File: config.mk
export PLATFORM = sky130hd
export DESIGN_NAME = rr_req_queue
export DESIGN_NICKNAME = d
export VERILOG_FILES = /design/src/rtl/rr_req_queue.sv
export SDC_FILE = /design/constraint.sdc
export NUM_CORES = 1
export LEC_CHECK = 0
export ABC_CLOCK_PERIOD_IN_PS = 7600
export BUFFER_PORTS_ARGS = -buffer_cell sky130_fd_sc_hd__buf_4
export CORE_MARGIN = 2
export CORE_UTILIZATION = 50
export DETAILED_ROUTE_END_ITERATION = 8
export MAX_ROUTING_LAYER = met4
export PLACE_DENSITY = 0.8
export SKIP_CTS_REPAIR_TIMING = 1
export SLEW_MARGIN = 20
export SYNTH_ARGS = -nofsm -noshare
export SYNTH_HDL_FRONTEND = slang
export SYNTH_SLANG_ARGS = --single-unit
File: constraint.sdc
create_clock -name clk -period 7.6 [get_ports clk]
set_input_delay 0.38 -clock clk [delete_from_list [all_inputs] [get_ports clk]]
set_output_delay 0.38 -clock clk [all_outputs]
set_load 0.03 [all_outputs]
File: src/rtl/rr_req_queue.sv
`default_nettype none
// ============================================================================
//  Module   : rr_req_queue
//  Purpose  : Per-requester FIFOs feeding a round-robin arbiter, with a single
//             registered valid/ready output stage popped by the one-hot grant.
//  Revision : 1.0 - initial release
// ============================================================================
module rr_req_queue #(
    parameter int N     = 3,
    parameter int DW    = 8,
    parameter int DEPTH = 4
) (
    input  logic            clk,
    input  logic            rst,
    input  logic [N-1:0]    push_valid_i,
    input  logic [N*DW-1:0] push_data_i,
    output logic [N-1:0]    push_ready_o,
    output logic [N-1:0]    req_o,
    input  logic [N-1:0]    grant_i,
    output logic            out_valid_o,
    output logic [DW-1:0]   out_data_o,
    output logic [N-1:0]    out_src_o,
    input  logic            out_ready_i,
    output logic            grant_err_o
);

    localparam int c_PTR_W = $clog2(DEPTH);
    localparam int c_CNT_W = $clog2(DEPTH + 1);

    logic          w_take;
    logic          w_onehot;
    logic          w_err;
    logic [N-1:0]  w_pop;
    logic [DW-1:0] w_head [N];
    logic [DW-1:0] w_pop_data;

    logic          out_valid_q, out_valid_d;
    logic [DW-1:0] out_data_q,  out_data_d;
    logic [N-1:0]  out_src_q,   out_src_d;
    logic          grant_err_q, grant_err_d;

    // Requests are withheld while the output slot is stuck, so the arbiter
    // only rotates on grants that really move a word.
    assign w_take   = ~out_valid_q | out_ready_i;
    assign w_onehot = $onehot(grant_i);
    assign w_err    = (grant_i != '0) & (~w_onehot | ((grant_i & ~req_o) != '0));

    generate
        for (genvar i = 0; i < N; i++) begin : g_lane
            logic [DW-1:0]      mem_q [DEPTH];
            logic [c_PTR_W-1:0] wr_ptr_q, wr_ptr_d;
            logic [c_PTR_W-1:0] rd_ptr_q, rd_ptr_d;
            logic [c_CNT_W-1:0] cnt_q,    cnt_d;
            logic               w_push;

            assign push_ready_o[i] = (cnt_q != c_CNT_W'(DEPTH));
            assign req_o[i]        = (cnt_q != '0) & w_take;
            assign w_pop[i]        = grant_i[i] & req_o[i] & w_onehot;
            assign w_push          = push_valid_i[i] & push_ready_o[i];
            assign w_head[i]       = mem_q[rd_ptr_q];

            always_comb begin
                wr_ptr_d = wr_ptr_q;
                rd_ptr_d = rd_ptr_q;
                cnt_d    = cnt_q;
                if (w_push) begin
                    wr_ptr_d = wr_ptr_q + c_PTR_W'(1);
                end
                if (w_pop[i]) begin
                    rd_ptr_d = rd_ptr_q + c_PTR_W'(1);
                end
                if (w_push && !w_pop[i]) begin
                    cnt_d = cnt_q + c_CNT_W'(1);
                end else if (!w_push && w_pop[i]) begin
                    cnt_d = cnt_q - c_CNT_W'(1);
                end
            end

            always_ff @(posedge clk) begin
                if (rst) begin
                    wr_ptr_q <= '0;
                    rd_ptr_q <= '0;
                    cnt_q    <= '0;
                end else begin
                    wr_ptr_q <= wr_ptr_d;
                    rd_ptr_q <= rd_ptr_d;
                    cnt_q    <= cnt_d;
                end
            end

            always_ff @(posedge clk) begin
                if (w_push) begin
                    mem_q[wr_ptr_q] <= push_data_i[i*DW +: DW];
                end
            end
        end
    endgenerate

    always_comb begin
        w_pop_data = '0;
        for (int i = 0; i < N; i++) begin
            if (w_pop[i]) begin
                w_pop_data = w_pop_data | w_head[i];
            end
        end
    end

    always_comb begin
        out_valid_d = out_valid_q;
        out_data_d  = out_data_q;
        out_src_d   = out_src_q;
        grant_err_d = grant_err_q | w_err;
        if (w_pop != '0) begin
            out_valid_d = 1'b1;
            out_data_d  = w_pop_data;
            out_src_d   = w_pop;
        end else if (out_ready_i) begin
            out_valid_d = 1'b0;
        end
    end

    always_ff @(posedge clk) begin
        if (rst) begin
            out_valid_q <= 1'b0;
            out_data_q  <= '0;
            out_src_q   <= '0;
            grant_err_q <= 1'b0;
        end else begin
            out_valid_q <= out_valid_d;
            out_data_q  <= out_data_d;
            out_src_q   <= out_src_d;
            grant_err_q <= grant_err_d;
        end
    end

    assign out_valid_o = out_valid_q;
    assign out_data_o  = out_data_q;
    assign out_src_o   = out_src_q;
    assign grant_err_o = grant_err_q;

endmodule
`default_nettype wire

# After elaboration in Yosys (flattened, before gate mapping)
# Memories as Yosys holds them, arrays and structs flattened. A register that Yosys moved wholly into a read port is not among the register bits.
# Index checks and enable logic that the tools add are counted.
[totals] ff_bits=34 ram_bits=96 inputBits=33 out_inout_bits=19 elab_cells=101 memories=3
[classes] addsub=14 n_eq_ne=4 mux=23 bitwise=22 reduce_logical=22
[memory_table] name="g_lane[0].mem_q" depth=4 width=8 rd=1 rd_clocked_by_memory_dff=1 wr=1 line="50" source="logic [DW-1:0] mem_q [DEPTH];"
[memory_table] name="g_lane[1].mem_q" depth=4 width=8 rd=1 rd_clocked_by_memory_dff=1 wr=1 line="50"
[memory_table] name="g_lane[2].mem_q" depth=4 width=8 rd=1 rd_clocked_by_memory_dff=1 wr=1 line="50"
[op_table] op="2-to-1 mux 8 bit" count=3
[op_table] op="2-to-1 mux 3 bit" count=6
[op_table] op="nonzero test 3 bit" count=6
[op_table] op="bitwise OR 8 bit" count=2
[op_table] op="AND 1 bit" count=13
[op_table] op="adder 2 x 1 -> 2 bit (second input constant)" count=6
[op_table] op="2-to-1 mux 2 bit" count=6
[op_table] op="adder 3 x 1 -> 3 bit (second input constant)" count=3
[op_table] op="inequality test 3 bit (second input constant)" count=3
[op_table] op="subtractor 3 x 1 -> 3 bit (second input constant)" count=3
[op_table] op="2-to-1 mux 1 bit" count=8
[op_table] op="nonzero test 2 bit" count=4
[op_table] op="logical AND 1 bit" count=6
[op_table] op="zero test 1 bit" count=6
[op_table] op="AND 3 bit" count=1
[op_table] op="inverter 3 bit" count=1
[op_table] op="bitwise OR 1 bit" count=3
[op_table] op="adder 1 x 1 -> 2 bit" count=1
[op_table] op="adder 2 x 1 -> 2 bit" count=1
[op_table] op="== test 2 x 1 -> 1 bit (second input constant)" count=1
[op_table] op="inverter 1 bit" count=2

# Longest topological paths before layout
# Gate-level depths: netlist of the first run.
[depth] word_depth=10 mapped_depth=12 ltp_nobuf=11

# Worst setup path before layout of the first run
# Ideal clock, no wire load.
[synth_timing] path_kind="input to register" from="input grant_i[0]" to="register g_lane[1].cnt_q[2]" setup_time_ps=70 t_arrival_ps=2591 required_time_ps=7530 setup_slack_ps=4938 stages=12 path_buffers=1 cell_sequence="inv_1 fa_1 nand2b_4 nor4_4 buf_6 inv_2 ha_1 inv_1 fa_1 xor2_1 or3_1 a21oi_1"
[synth_between] elab_chain_len=7 elab_cells_between_ends=9 cone_classes="2 x add/sub; 1 x eq/ne; 1 x mux; 1 x bitwise; 4 x reduce/logical"
[synth_lines] item="start, declared" line="19" source="input logic [N-1:0] grant_i,"
[synth_lines] item="adder 1 x 1 -> 2 bit (implied by the code) *" line="45" source="assign w_onehot = $onehot(grant_i);"
[synth_lines] item="adder 2 x 1 -> 2 bit (implied by the code) *" line="45"
[synth_lines] item="== test 2 x 1 -> 1 bit *" line="45"
[synth_lines] item="AND 1 bit *" line="58" source="assign w_pop[i] = grant_i[i] & req_o[i] & w_onehot;"
[synth_lines] item="zero test 1 bit" line="72" source="if (w_push && !w_pop[i]) begin"
[synth_lines] item="logical AND 1 bit" line="72"
[synth_lines] item="2-to-1 mux 3 bit or nonzero test 2 bit (tied branches)"
[synth_lines] item="end signal, assigned" line="87" source="cnt_q <= cnt_d;"
[synth_lines] item="end, declared" line="53" source="logic [c_CNT_W-1:0] cnt_q, cnt_d;"
# Mark *: on every way between the ends. The rest lies on a longest branch, timed or not.
# A chain may end at the register's enable or synchronous reset.

# Worst setup path in the final report of the first run
# Ends and elaborated chain as after synthesis.

==> flow_summary.yaml, run 1 <==
logic_synthesis:
  synthCells: 347
  synth_compound_area_share_pct: 4.330
  ys_warn_count: 0
  synthFlopType: "edfxtp_1"
  yosysTopAreaCell: "edfxtp_1"
  synth-adder-area-share_pct: 4.852
  synth_area_leaders: "edfxtp_1, dfxtp_1, mux4_2, ha_1, nor2_1"
  ys_async_sr_fraction_pct: 0
  yosysTopAreaCellShare_pct: 52.23
  synthXorXnorAreaFrac_pct: 2.380
  ys_ff_latch: 136
  ys_types: 35
  mappedNetlistNets: 399
  synth_edf_count: 96
  synthSimpleGateAreaFrac_pct: 7.731
  seq_area_frac_synth_pct: 66.74
  synth_area_per_cell_sq_um: 15.91
  netlist_area_sq_mm: 0.005519
  yosys-mux-area-fraction_pct: 10.88
  synth_top_family_by_area: "multiplexers"
critical_path:
  crit_type: "input pin to flop"
  crit_fanout: 14
  cp.required_ps: 8060
  end_kind: "flop"
  critPathArrivalTime_ps: 3100
  cp-start-kind: "input pin"
cts:
  cts_max_level: 4
  clk_pin_slew_ps: 60
  cts_buffers: 17
  clock_sinks: 136
  cts_root_buffer: "clkbuf_8"
  cts_tree: "yes"
  cts_max_path_buffers: 2
  clk_latency_ps: 520
drt:
  drt_iter0_markers: 215
  wl_per_cell_um: 17.62
  ant_nets: 0
  wl_um: 9759
  num_vias: 2937
  first_pass_iters: 7
  route.detailed.drc: 0
  viasPerCell: 5.301
sta:
  fin_crit_sh_pct: 34.79
  finClkSkew_ps: 8.588
  period_minus_slack_ps: 2644
  fin_tns_setup_ps: 0
  slew_headroom_pct: 34.96
  drv_slew: 0
  rsz0062_at_grt: "false"
  worst_slack_ps: 4956
  setup_viol: 0
  report.final.hold_viol_count: 0
  whs_ps: 57.08
  tightest_slew_ps: 968.3
  timing.fmax_ghz: 0.3782
power_and_ir_drop:
  swShare_pct: 28.23
  internal_power_mw: 1.621
  ir_worst_vdd_mv: 0.1793
  pwr-share-seq_pct: 43.7
  p_switching_mw: 0.6378
  leakage_nw: 2.470
  p_clk_share_pct: 34.7
  combPwrFrac_pct: 21.6
  cellPowerDensity_mw_per_mm2: 343.7
cells_and_area:
  fin_cells: 554
  area.sequential_sq_mm: 0.003684
  mostFrequentLayoutCells: "edfxtp_1, buf_4, dfxtp_1"
  fin_nets: 453
  area_delta_synth_final_pct: 19.11
  n_antenna_cell: 0
  final_common_cell: "edfxtp_1"
  drive_gt1_share_pct: 27.54
  n_fill_cell: 768
  multiInputGateArea_sq_mm: 0.001665
floorplan:
  ioPinCount: 52
  die_w_um: 109.1
  die_area_sq_mm: 0.01189
  num_rows: 38
  die_h_um: 109.1
  core_area_sq_mm: 0.01079
  start_util_pct: 51.14
place:
  place_congestion: 0.7538
  post-place-ws_ps: 4437
  io_buffers: 51
  dp_cells: 522
  hpwl_um: 6514
grt:
  grt_max_degree: 39
  grt_use_total_pct: 18.52
  grt_pass1_vias: 3128
  grt_overflow: 0
  grt_pass1_wl_um: 15390
  antenna_found_initial: 0
outcome:
  status: "completed"
flow_run:
  drv_cap: 0
min_path:
  worstHoldPathType: "input pin to flop"
[state kept, by name (all words and copies together) (netlist names), named ones only]
register	cells
out_src_o	3
grant_err_o	1
out_data_o	8
out_valid_o	1
g_lane.wr_ptr_q	6
g_lane.cnt_q	9
g_lane.mem_q	96
g_lane.rd_ptr_q	6
[final cells by class]
type | count | area share [%]
timing repair buffer | 51 | 5.824
tap | 140 | 2.665
inverter | 23 | 1.313
sequential | 136 | 56.03
multi-input combinational | 172 | 25.33
clock buffer | 25 | 7.880
clock inverter | 7 | 0.9517
[power by group through the flow]
stage / registers, mW / logic [mW] / clock network [mW]
6_report: 0.988 / 0.488 / 0.783
5_1_grt: 1.00 / 0.537 / 0.821
4_1_cts: 0.989 / 0.494 / 0.791
3_5_place_dp: 1.00 / 0.489 / 0
3_3_place_gp: 0.996 / 0.476 / 0
2_1_floorplan: 1.00 / 0.338 / 0
[worst paths after layout]
check	start	to	slack (ps)	cells past startpoint
worst max-delay path	grant_i[0]	g_lane[1].cnt_q[2]	4960	12
worst min-delay path	push_data_i[7]	g_lane[0].mem_q[2][7]	60	1
worst max register to register	out_valid_o	g_lane[1].cnt_q[2]	5150	9
worst min register to register	out_src_o[0]	out_src_o[0]	450	2
[metrics by stage]
stage / total power, mW / cell area, sq um / utilization, %
after floorplan: 1.341 / 5519 / -
after global placement: 1.472 / 5993 / 55.53
after detailed placement: 1.492 / 5993 / 55.53
after CTS: 2.274 / 6574 / 60.91
after global routing: 2.362 / 6574 / 60.91
final: 2.259 / 6574 / 60.91
[synth_stat cells, types with 5 or more instances]
library cell / number
o22ai_1: 8
o21ai_0: 5
clkbuf_1: 6
a21o_1: 8
xnor2_1: 6
a21oi_1: 5
nand2_1: 9
mux4_2: 24
edfxtp_1: 96
ha_1: 15
nor2_1: 30
mux2i_1: 6
inv_1: 15
xor2_1: 9
a22oi_1: 8
and3_1: 12
dfxtp_1: 40
[critical path, cell delays in order]
cell,delay [ps]
buf_4,110
inv_1,130
fa_1,430
nand2b_4,190
nor4_4,800
inv_2,60
ha_1,240
inv_1,70
fa_1,170
xor2_1,80
or3_1,310
a21oi_1,130
[per-layer routing]
layer  vias up  global-route usage [%]  part of all wire (%)
met1      1444                   22.87                    43
met4         0                   8.425                   1.9
met3        18                   4.901                   4.4
met2        77                   28.79                    51
met5         -                       -                     0
li1       1398                       -                     -
[cell families after synthesis]
kind of cell	Yosys count
flops	136
buf+inv	39
fa+ha+maj	19
xor+xnor	15
mux	30
compound gates	37
simple gates	71
(Power assumes the default switching activity.)
==> run 2, diff against run 1 <==
Settings changed: ABC_CLOCK_PERIOD_IN_PS 7600 to 2490.
Clock period 7.6 ns to 2.49 ns, I/O delays scaled along.
==> flow_summary.yaml, run 2 (synthesized netlist as in run 1, its figures left out) <==
cts:
  clk_pin_slew_ps: 60
  cts_max_path_buffers: 2
  cts_root_buffer: "clkbuf_8"
  cts_tree: "yes"
  clk_latency_ps: 530
  cts_buffers: 17
  cts_max_level: 4
  clock_sinks: 136
grt:
  grt_pass1_vias: 3179
  antenna_found_initial: 0
  grt_pass1_wl_um: 16080
  grt_overflow: 0
  grt_use_total_pct: 19.55
  grt_max_degree: 39
sta:
  fin_crit_sh_pct: 92.45
  tightest_slew_ps: 577.5
  setup_viol: 0
  worst_slack_ps: 188.0
  timing.fmax_ghz: 0.4344
  finClkSkew_ps: 8.506
  drv_slew: 0
  rsz0062_at_grt: "false"
  report.final.hold_viol_count: 0
  slew_headroom_pct: 61.45
  fin_tns_setup_ps: 0
  period_minus_slack_ps: 2302
floorplan:
  ioPinCount: 52
  die_w_um: 109.1
  core_area_sq_mm: 0.01079
  die_h_um: 109.1
  die_area_sq_mm: 0.01189
  start_util_pct: 51.14
  num_rows: 38
power_and_ir_drop:
  ir_worst_vdd_mv: 0.6059
  leakage_nw: 2.607
  cellPowerDensity_mw_per_mm2: 1017
  power.total_mw: 6.989
place:
  place_congestion: 0.7445
  post-place-ws_ps: -22.50
  io_buffers: 51
  dp_cells: 526
  hpwl_um: 6646
cells_and_area:
  drive_gt1_share_pct: 27.48
  n_fill_cell: 736
  regMostFlops: "g_lane.mem_q"
  n_antenna_cell: 0
  fin_cells: 584
  final_common_cell: "edfxtp_1"
  mostFrequentLayoutCells: "edfxtp_1, buf_4, dfxtp_1"
  utilization_pct: 63.70
  fin_nets: 483
  area_delta_synth_final_pct: 24.57
  largest_reg_flops: 96
drt:
  wl_per_cell_um: 18.08
  route.detailed.drc: 0
  wl_um: 10560
  viasPerCell: 5.300
  first_pass_iters: 5
  ant_nets: 0
  drt_iter0_markers: 177
  num_vias: 3095
critical_path:
  crit_type: "flop to flop"
  crit_fanout: 6
  cp-start-kind: "flop"
  end_kind: "flop"
  critPathArrivalTime_ps: 2750
  cp.required_ps: 2940
flow_run:
  drv_cap: 0
outcome:
  status: "completed"
min_path:
  worstHoldPathType: "input pin to flop"
-- run 2: cell count changes in the layout (fill, tap and decap cells not counted), moves of 2 or more --
cell,change
dlygate4sd3_1,+26
clkbuf_8,+2
clkbuf_1,-3
buf_4,+4
inv_4,+2
-- run 2: layout make-up --
| type | count | area (sq um) | area share, % |
|---|---|---|---|
| clock buffers | 23 | 509.2 | 7.407 |
| multi-input cells | 172 | 1665 | 24.22 |
| repair buffers | 81 | 673.1 | 9.791 |
| flip-flops and latches | 136 | 3684 | 53.58 |
| inverters | 23 | 86.33 | 1.256 |
| well taps | 140 | 175.2 | 2.548 |
| clock inverters | 9 | 82.58 | 1.201 |
-- run 2: worst paths after layout --
| path | start | endpoint | slack, ps | depth (start not counted) |
|---|---|---|---|---|
| hold reg to reg | out_data_o[5] | out_data_o[5] | 450 | 1 |
| hold / removal | rst | flop | 10 | 2 |
| setup / recovery | g_lane[1].cnt_q[0] | g_lane[1].cnt_q[2] | 190 | 9 |
| setup reg to reg | g_lane[1].cnt_q[0] | g_lane[1].cnt_q[2] | 190 | 9 |
-- run 2: critical path, cell delays in order, from the launching register on --
cell and delay, ps:
dfxtp_1 430, nor2_1 80, nand2_1 160, and2_0 300, ha_1 230, inv_1 60, fa_1 370, xor2_1 150
or3_1 300, a21oi_1 150
-- run 2: metal layers --
layer  track usage, %  vias to the layer above  wire length, um
li1                 -                     1455                -
met2            29.90                       94             5406
met5                -                        -                0
met3            6.874                       12              520
met4            7.875                        0              187
met1            23.86                     1534             4442
-- run 2: stage by stage --
step	instance area (sq um)	hold WS, ps
floorplan	5519	223.4
global placement	6023	324.7
detailed placement	6023	327.5
CTS	6615	-225.1
global route	6875	6.584
finish	6875	10.69
-- run 2: where the power goes --
part           switching [mW]  internal [mW]
registers               0.228           2.79
logic                   0.876          0.674
clock network           0.899           1.52
==> run 3, diff against run 2 <==
--- a/config.mk
+++ b/config.mk
@@ -12,5 +12,5 @@
 export DETAILED_ROUTE_END_ITERATION = 8
 export MAX_ROUTING_LAYER = met4
-export PLACE_DENSITY = 0.8
+export PLACE_DENSITY = 0.69
 export SKIP_CTS_REPAIR_TIMING = 1
 export SLEW_MARGIN = 20
==> constraint.sdc (replaced) <==
create_clock -name clk -period 2.49 [get_ports clk]
set_input_delay 0.249 -clock clk [delete_from_list [all_inputs] [get_ports clk]]
set_output_delay 0.249 -clock clk [all_outputs]
set_load 0.03 [all_outputs]
==> flow_summary.yaml, run 3 (synthesized netlist as in run 1, its figures left out) <==
sta:
  tightest_slew_ps: 582.1
  period_minus_slack_ps: 2256
  slew_headroom_pct: 60.90
  timing.fmax_ghz: 0.4433
  report.final.hold_viol_count: 0
  setup_viol: 0
  worst_slack_ps: 234.1
  finClkSkew_ps: 7.956
  drv_slew: 0
  rsz0062_at_grt: "false"
  whs_ps: 26.92
  fin_crit_sh_pct: 90.60
cells_and_area:
  area_delta_synth_final_pct: 24.69
  fin_nets: 487
  regMostFlops: "g_lane.mem_q"
  final_common_cell: "edfxtp_1"
  drive_gt1_share_pct: 29.02
  mostFrequentLayoutCells: "edfxtp_1, buf_4, dfxtp_1"
  n_antenna_cell: 0
  utilization_pct: 63.76
  largest_reg_flops: 96
grt:
  grt_max_degree: 39
  grt_overflow: 0
  grt_use_total_pct: 19.62
  antenna_found_initial: 0
  grt_pass1_wl_um: 16130
  grt_pass1_vias: 3134
critical_path:
  reg2reg_depth: 9
  end_kind: "flop"
  slowest_stage: "dfxtp_1"
  cp-start-kind: "flop"
  critPathArrivalTime_ps: 2720
  crit_fanout: 6
  cp.required_ps: 2950
  crit_type: "flop to flop"
  cpPeakStageDelay_ps: 430
  crit_chain: "nor2_1, nand2_1, and2_0, ha_1, inv_1, fa_1, xor2_1, or3_1, a21oi_1"
cts:
  cts_buffers: 17
  cts_root_buffer: "clkbuf_8"
  cts_max_level: 4
  clk_pin_slew_ps: 60
  clock_sinks: 136
  cts_tree: "yes"
  clk_latency_ps: 530
  cts_max_path_buffers: 2
place:
  hpwl_um: 6630
  io_buffers: 51
  post-place-ws_ps: -50.61
  place_congestion: 0.7275
floorplan:
  die_w_um: 109.1
  num_rows: 38
  die_h_um: 109.1
  start_util_pct: 51.14
  die_area_sq_mm: 0.01189
  core_area_sq_mm: 0.01079
  ioPinCount: 52
drt:
  num_vias: 3072
  first_pass_iters: 4
  wl_um: 10290
  viasPerCell: 5.224
  drt_iter0_markers: 134
  route.detailed.drc: 0
  wl_per_cell_um: 17.49
  ant_nets: 0
power_and_ir_drop:
  pwr-share-seq_pct: 43.5
  power.total_mw: 6.903
  p_clk_share_pct: 33.6
  ir_worst_vdd_mv: 0.4736
  cellPowerDensity_mw_per_mm2: 1003
  combPwrFrac_pct: 22.9
  leakage_nw: 2.584
  swShare_pct: 29.24
  internal_power_mw: 4.885
  p_switching_mw: 2.018
outcome:
  status: "completed"
min_path:
  whs_path_depth: 3
  worstHoldPathType: "input pin to flop"
flow_run:
  drv_cap: 0
==> run 3: power by group through the flow <==
stage	combinational, mW	sequential [mW]	clock [mW]
5_1_grt	1.75	3.05	2.44
2_1_floorplan	1.05	3.06	0
6_report	1.58	3.00	2.32
3_3_place_gp	1.52	3.03	0
4_1_cts	1.57	3.01	2.34
3_5_place_dp	1.56	3.05	0
==> run 3: metal layers <==
metal	global-route usage, %	vias up	share of wire [%]
met1	23.91	1517	43
met3	5.798	11	4.6
met2	31.01	80	51
met4	7.601	0	1.3
met5	-	-	0
li1	-	1464	-
==> run 3: layout make-up <==
cell class	instances	area, sq um
Inverter	23	93.84
Clock inverter	15	136.4
Clock buffer	17	414.1
Sequential cell	136	3684
Timing Repair Buffer	85	698.2
Fill cell	762	3911
Tap cell	140	175.2
Multi-Input combinational cell	172	1680
==> run 3: critical path: cells and delay by family (launching register included) <==
kind	cells	cell delay [ps]
AND/OR/NAND/NOR	4	820
adder cells (fa/ha/maj)	2	590
flip-flops	1	430
XOR/XNOR	1	150
AO/OA/AOI/OAI	1	130
buffers and inverters	1	60
==> run 3: path summary, 6_finish.rpt <==
path / startpoint / endpoint / slack, ps
worst max-delay path: g_lane[2].cnt_q[0] / g_lane[2].cnt_q[2] / 230
worst min-delay path: grant_i[1] / grant_err_o / 30
worst max register to register: g_lane[2].cnt_q[0] / g_lane[2].cnt_q[2] / 230
worst min register to register: out_src_o[0] / out_src_o[0] / 450
==> run 3: metrics by stage <==
stage	std cells	cell area, sq um	setup TNS (ps)
2_1_floorplan	347	5542	-4.664
3_3_place_gp	532	6091	0
3_5_place_dp	532	6091	-64.51
4_1_cts	564	6641	0
5_1_grt	588	6882	0
6_report	588	6882	0
